<file path="config.mk">
export PLATFORM = sky130hd
export DESIGN_NAME = axi_pmp_err_responder
export DESIGN_NICKNAME = d
export VERILOG_FILES = /design/src/rtl/axi_pmp_err_responder.sv
export SDC_FILE = /design/constraint.sdc
export NUM_CORES = 1
export LEC_CHECK = 0
export BUFFER_PORTS_ARGS = -buffer_cell sky130_fd_sc_hd__buf_4
export CORE_ASPECT_RATIO = 0.8
export CORE_MARGIN = 4
export CORE_UTILIZATION = 55
export DETAILED_ROUTE_END_ITERATION = 7
export HOLD_SLACK_MARGIN = 0.02
export PLACE_DENSITY = 0.9
export SYNTH_ARGS = -nofsm -noshare
export SYNTH_HDL_FRONTEND = slang
export SYNTH_SLANG_ARGS = --single-unit
</file>
<file path="constraint.sdc">
create_clock -name clk -period 3.2 [get_ports clk]
set_input_delay 0.16 -clock clk [delete_from_list [all_inputs] [get_ports clk]]
set_output_delay 0.16 -clock clk [all_outputs]
set_load 0.02 [all_outputs]
</file>
<file path="src/rtl/axi_pmp_err_responder.sv">
// Terminating AXI4 slave for IO-PMP denied transactions: drains AW/W and AR,
// answers every request with ERR_RESP on B, or on R for the full burst length.
module axi_pmp_err_responder #(
  parameter int unsigned DATA_WIDTH = 32,
  parameter int unsigned ID_WIDTH   = 8,
  parameter logic [1:0]  ERR_RESP   = 2'b11,
  parameter logic [31:0] RDATA_FILL = 32'h0
) (
  input  logic                  clk,
  input  logic                  rst,
  input  logic [ID_WIDTH-1:0]   s_axi_awid,
  input  logic [7:0]            s_axi_awlen,
  input  logic                  s_axi_awvalid,
  output logic                  s_axi_awready,
  input  logic                  s_axi_wlast,
  input  logic                  s_axi_wvalid,
  output logic                  s_axi_wready,
  output logic [ID_WIDTH-1:0]   s_axi_bid,
  output logic [1:0]            s_axi_bresp,
  output logic                  s_axi_bvalid,
  input  logic                  s_axi_bready,
  input  logic [ID_WIDTH-1:0]   s_axi_arid,
  input  logic [7:0]            s_axi_arlen,
  input  logic                  s_axi_arvalid,
  output logic                  s_axi_arready,
  output logic [ID_WIDTH-1:0]   s_axi_rid,
  output logic [DATA_WIDTH-1:0] s_axi_rdata,
  output logic [1:0]            s_axi_rresp,
  output logic                  s_axi_rlast,
  output logic                  s_axi_rvalid,
  input  logic                  s_axi_rready,
  output logic                  proto_err
);

  typedef enum logic [1:0] {W_IDLE, W_DATA, W_RESP} wstate_t;
  typedef enum logic       {R_IDLE, R_DATA}         rstate_t;

  wstate_t     wstate;
  rstate_t     rstate;
  logic        ready_en;
  logic [8:0]  wcnt;
  logic [8:0]  wexp;
  logic [8:0]  wcnt_inc;
  logic        len_err_seen;
  logic [7:0]  rcnt;

  assign wcnt_inc = wcnt + 9'd1;

  // Holds AW/AR ready low for the first cycle after reset release.
  always_ff @(posedge clk or negedge rst) begin
    if (!rst) ready_en <= 1'b0;
    else      ready_en <= 1'b1;
  end

  always_ff @(posedge clk or negedge rst) begin
    if (!rst) begin
      wstate       <= W_IDLE;
      s_axi_bid    <= '0;
      wcnt         <= '0;
      wexp         <= '0;
      len_err_seen <= 1'b0;
      proto_err    <= 1'b0;
    end else begin
      proto_err <= 1'b0;
      case (wstate)
        W_IDLE: if (s_axi_awvalid && ready_en) begin
          s_axi_bid    <= s_axi_awid;
          wexp         <= {1'b0, s_axi_awlen} + 9'd1;
          wcnt         <= '0;
          len_err_seen <= 1'b0;
          wstate       <= W_DATA;
        end
        W_DATA: if (s_axi_wvalid) begin
          wcnt <= wcnt_inc;
          // Error when wlast disagrees with the announced length: early wlast,
          // or the expected last beat arriving without wlast. One pulse per burst.
          if (!len_err_seen && (s_axi_wlast != (wcnt_inc == wexp))) begin
            proto_err    <= 1'b1;
            len_err_seen <= 1'b1;
          end
          if (s_axi_wlast) wstate <= W_RESP;
        end
        W_RESP: if (s_axi_bready) wstate <= W_IDLE;
        default: wstate <= W_IDLE;
      endcase
    end
  end

  always_ff @(posedge clk or negedge rst) begin
    if (!rst) begin
      rstate    <= R_IDLE;
      s_axi_rid <= '0;
      rcnt      <= '0;
    end else begin
      case (rstate)
        R_IDLE: if (s_axi_arvalid && ready_en) begin
          s_axi_rid <= s_axi_arid;
          rcnt      <= s_axi_arlen;
          rstate    <= R_DATA;
        end
        R_DATA: if (s_axi_rready) begin
          if (rcnt == '0) rstate <= R_IDLE;
          else            rcnt   <= rcnt - 8'd1;
        end
        default: rstate <= R_IDLE;
      endcase
    end
  end

  assign s_axi_awready = ready_en && (wstate == W_IDLE);
  assign s_axi_wready  = (wstate == W_DATA);
  assign s_axi_bvalid  = (wstate == W_RESP);
  assign s_axi_bresp   = ERR_RESP;

  assign s_axi_arready = ready_en && (rstate == R_IDLE);
  assign s_axi_rvalid  = (rstate == R_DATA);
  assign s_axi_rlast   = (rstate == R_DATA) && (rcnt == '0);
  assign s_axi_rresp   = ERR_RESP;
  assign s_axi_rdata   = DATA_WIDTH'(RDATA_FILL);

endmodule

</file>
Yosys cells after proc, flatten, opt, wreduce, memory -nomap -nowiden
Index checks and enable logic that the tools add are counted.

storage, ports and cells
  output and inout bits = 59
  register bits = 48
  logic and storage cells = 65
  input bits = 40

cells by class
  equality and inequality tests = 12
  bitwise logic cells = 1
  muxes and demuxes = 23
  add/subtract/negate cells = 3
  reduce and logical (&&, ||, !) cells = 16

operator list
  kind                                              number
  2-to-1 mux 8 bit                                  3
  2-to-1 mux 9 bit                                  2
  case mux 9 bit (2 select lines)                   1
  case mux 8 bit (2 select lines)                   1
  != test 2 bit, second input constant              6
  adder 8 x 1 -> 9 bit, second input constant       1
  adder 9 x 1 -> 9 bit, second input constant       1
  == test 9 bit                                     1
  2-to-1 mux 1 bit                                  9
  zero test 8 bit                                   1
  2-to-1 mux 2 bit                                  4
  AND reduction 4 bit                               2
  subtractor 8 x 1 -> 8 bit, second input constant  1
  logical AND 1 bit                                 6
  case mux 2 bit (3 select lines)                   1
  AND reduction 3 bit                               2
  != test 2 x 1 -> 1 bit, second input constant     2
  case mux 1 bit (2 select lines)                   2
  AND reduction 2 bit                               2
  == test 2 x 1 -> 1 bit, second input constant     1
  == test 2 bit, second input constant              1
  zero test 2 bit                                   1
  nonzero test 2 bit                                1
  zero test 1 bit                                   1
  other kinds (2)                                   2

Depth between registers and ports, before layout
  depth in word-level cells = 7
  mapped depth = 8
  gate-level depth less buffers = 8

Least setup slack after synthesis
Ideal clock, no wire load.

  kind = register to register
  start point = reg rstate (netlist: s_axi_rvalid)
  end point = reg rcnt[6]
  path buffers = 1
  required time = 3.123 ns
  stages on the path, launching flop included = 7
  path slack = 1.118 ns
  period minus slack after synthesis = 2.082 ns
  setup time = 0.077 ns
  data arrival time = 2.005 ns
  cells stage by stage = dfrtp_1 -> nor2b_1 -> nand2_1 -> a21oi_1 -> buf_2 -> a21oi_1 -> a21oi_1

between the ends
  cells in the longest elaborated chain, start to end = 3
  elaborated cells between the ends (all ways) = 6
  classes of those cells = eq/ne (3); mux (1); bitwise (1); reduce/logical (1)

ends and longest elaborated chain
  what                           RTL line  source
  start, declared                39        rstate_t rstate;
  start signal, assigned         91        rstate <= R_IDLE;
  start signal, assigned         99        rstate <= R_DATA;
  start signal, assigned         102       if (rcnt == '0) rstate <= R_IDLE;
  NOT 1 bit (no line)            n/a
  != test 2 bit (no line)        n/a
  AND reduction 3 bit (no line)  n/a
  end signal, assigned           98        rcnt <= s_axi_arlen;
  end signal, assigned           103       else rcnt <= rcnt - 8'd1;
  end, declared                  45        logic [7:0] rcnt;

Several ways; a longest one is shown, not always the timed one.
A chain may end at the register's enable or synchronous reset.

Worst setup path in the final report
  start point = reg rcnt[0]
  end point = out s_axi_rlast

between the ends
  cells in the longest elaborated chain, start to end = 2

ends and longest elaborated chain
  what               RTL line  source
  zero test 8 bit    117       assign s_axi_rlast = (rstate == R_DATA) && (rcnt == '0);
  logical AND 1 bit  117
  end, declared      29        output logic s_axi_rlast,

Every way passes these cells.

==> impl_results.md <==
* Total Nets Final at about 430
* Yosys top cell area share at about two fifths
* Initial DRT Pass Iterations at 4
* Distinct cells, synth at 54
* Total Routing Usage GR at between 10% and 20%
* Core region area at roughly 5100 sq um
* Vias in the first global route at ~2300
* Crit path arrival time at ~2.2 ns
* Slew margin rel. at roughly a third
* Reg2reg path depth at 7
* Kind of critical path: register to output pin
* Worst Setup End Kind: output pin
* # hold bufs at CTS at 1
* Die Ht at 73.4 um
* Layout cell share with drive strength beyond 1 at about a quarter
* PostCTS Resize Cnt at 0
* Final HPWL DP at approximately 5000 um
* Slew of the pin with the lowest slew margin at between 0.9 and 1 ns
* Starting density of the core at 57.7%
* Hold path endpoint: s_axi_bid[0]
* Total Neg Setup Slack at 0 ns
* Die Area at 6580 sq um
* Static leakage at approximately 0.0017 uW
* # Post-CTS Setup Buffers at 0
* CTS buffer count at 5
* Clock share of power at between 10% and 20%
* VDD IR max at slightly above 0.0005 V
* Worst Hold Launch: s_axi_awid[0]
* I/O pin total at a little under 100
* Skew-Pair Late Insertion Delay at approximately 0.30 ns
* Flops & latches, synth at 48
* Comb power frac at a little under half
* TritonCTS clock tree: built
* # port buffers at 62
* Largest net degree at the start of global routing at 49
* Synth Instances at between 300 and 400
* Hold WC Path Type: input pin to register
* Pwr dens at a little under 800 nW/um^2
* Crit Reg-Reg Startpoint: wcnt[0]
* Int Power at 1530 uW
* P&R area growth vs syn at 15.9%
* Drt total wl at roughly 6500 um
* Critical Path RT at roughly 3 ns
* Die width at 89.7 um
* Skew final at around 0.0046 ns
* H-Tree Depth at 2
* Reg-to-reg slack, setup at ~0.9 ns
* DR vias/cell at around 5.4
* Reg2reg end: len_err_seen
* Switch Pwr at between 1000 and 1500 uW
* Clock Tree Buf Depth at 2
* MaxCap Viol Count at 0
* Clock sink count at between 40 and 50
* Maximum clock rate at 424 MHz
* Asr flop ratio synth at 100%
* Final Max Slew Viols at 0
* DR vias at ~2400
* Post-synthesis cell area at 2940 sq um
* Area contributors post-synth: dfrtp_1 41%, buf_4 9.5%, nand2_1 7.3%
* Global-route wire length before repair at about 11000 um
* Post-layout minimum cycle time at between 2 and 2.5 ns
* Outcome: finished, final reports clean
* Dpl cells at about 440
* DRT antenna net count at 0
* Clk slew on worst S/H paths at 0.09 ns
* RSZ-0062 raised after global routing: no
* # setup viols final at 0
* Routed len/inst at 14.5 um
* CP max FO at 4
* Register area share after synthesis at between 40 and 50%
* Tcrit/Tclk final at 73.7%
* Hold-critical path depth at 3
* Post-synth EDFFs at 0
* Synth area leader: dfrtp_1
* DR DRC count at 0
* # diodes at 0
* Initial drt markers at ~220
* Synth Warn # at 0
* Root Buffer: clkbuf_8
* GRT Residual Overflow at 0
* # rows at 23
* Initial antenna violation count at 0
* Non-Filler Instances at roughly 450
* Sw Share at between 40 and 50%
* Reg power frac at between 30% and 40%
* Top FF cell, synth: dfrtp_1
* Hold Slack at between 0.04 and 0.05 ns
* CP startpoint kind: register
* Syn Area/Cell at 9.04 sq um
* GPL Wtd Cong at approximately 0.94
* Final hold violation count at 0
flip-flops by register name (all words and copies together) (netlist names):
| signal | flops |
|---|---|
| wstate | 2 |
| rcnt | 8 |
| wexp | 9 |
| s_axi_bid | 8 |
| s_axi_rid | 8 |
| len_err_seen | 1 |
| s_axi_rvalid | 1 |
| wcnt | 9 |
| ready_en | 1 |
| proto_err | 1 |
synthesized netlist by cell type (3+ instances only):
master and instances:
o41ai_1 4, inv_1 10, nor2_1 8, buf_2 4, or3_1 3, a21oi_1 18
mux2i_1 3, dfrtp_1 48, nand4_1 4, nor4_1 3, xor2_1 6, o22ai_1 3
mux2_2 8, o21ai_0 23, nor3_1 3, nand2_1 57, xnor2_1 9, and3_1 3
buf_4 37, nand3_1 12, ha_1 3, nand2b_1 5, clkbuf_1 6, nor2b_1 3
and2_1 4, o31ai_1 5
logic make-up after synthesis:
family	count (synthesis)	share of synthesized area (%)
flops	48	40.9
compound gates	74	17.4
other cells	2	0.256
buf+inv	59	12.7
simple gates	113	19.0
xor+xnor	15	4.47
fa+ha+maj	3	1.28
mux	11	4.09
how the worst max path moves through the flow:
stage,start,end
2_1_floorplan,s_axi_rvalid,rcnt[6]
3_3_place_gp,wcnt[0],len_err_seen
3_5_place_dp,wcnt[0],len_err_seen
4_1_cts,rcnt[0],s_axi_rlast
5_1_grt,rcnt[0],s_axi_rlast
6_report,rcnt[0],s_axi_rlast
per-layer routing:
| metal | vias to the layer above | GRT usage (%) | share of wire (%) |
|---|---|---|---|
| met1 | 1143 | 26.8 | 44 |
| li1 | 1183 | - | - |
| met2 | 99 | 32.8 | 48 |
| met4 | 0 | 4.76 | 1.3 |
| met5 | - | 0 | 0 |
| met3 | 8 | 5.12 | 6.6 |
metrics by stage:
stage	instance area [sq um]	setup slack (ns)	utilization, %	power (uW)
CTS	3410	0.828	66.9	2650
detailed placement	3300	0.966	64.8	2260
global route	3410	0.711	66.9	2820
floorplan	3070	1.12	-	1860
finish	3410	0.840	66.9	2630
global placement	3300	1.09	64.8	2200
layout by cell type (no fill, tap or decap), drive strengths merged, types with 4 or more instances in the layout:
master,n
xnor2,9
o31ai,5
nand2b,6
nor2,8
buf,65
o41ai,5
nand4,4
o21ai,25
a21oi,18
clkbuf,6
inv,11
nand2,57
xor2,6
conb,37
dfrtp,48
nand3,13
mux2,8
and2,4
power by group through the flow:
stage / clock network (uW) / registers, uW / logic (uW)
finish: 384 / 1050 / 1200
global route: 419 / 1080 / 1310
CTS: 394 / 1050 / 1200
detailed placement: 0 / 1060 / 1200
global placement: 0 / 1040 / 1170
floorplan: 0 / 1140 / 724
critical path, cell delays in order (launching register included):
cell     delay, ns
dfrtp_1       0.41
inv_1         0.09
ha_1          0.22
or4b_1        0.55
nor4_1        0.31
and2_1        0.19
buf_4         0.14
layout make-up:
cell class | instances | area (sq um)
clock buffer | 6 | 82.6
sequential | 48 | 1200
clock inverter | 2 | 13.8
tap | 62 | 77.6
timing repair buffer | 66 | 498
multi-input combinational | 253 | 1500
inverter | 10 | 37.5
fill | 420 | 1690
(Power assumes the default switching activity.)
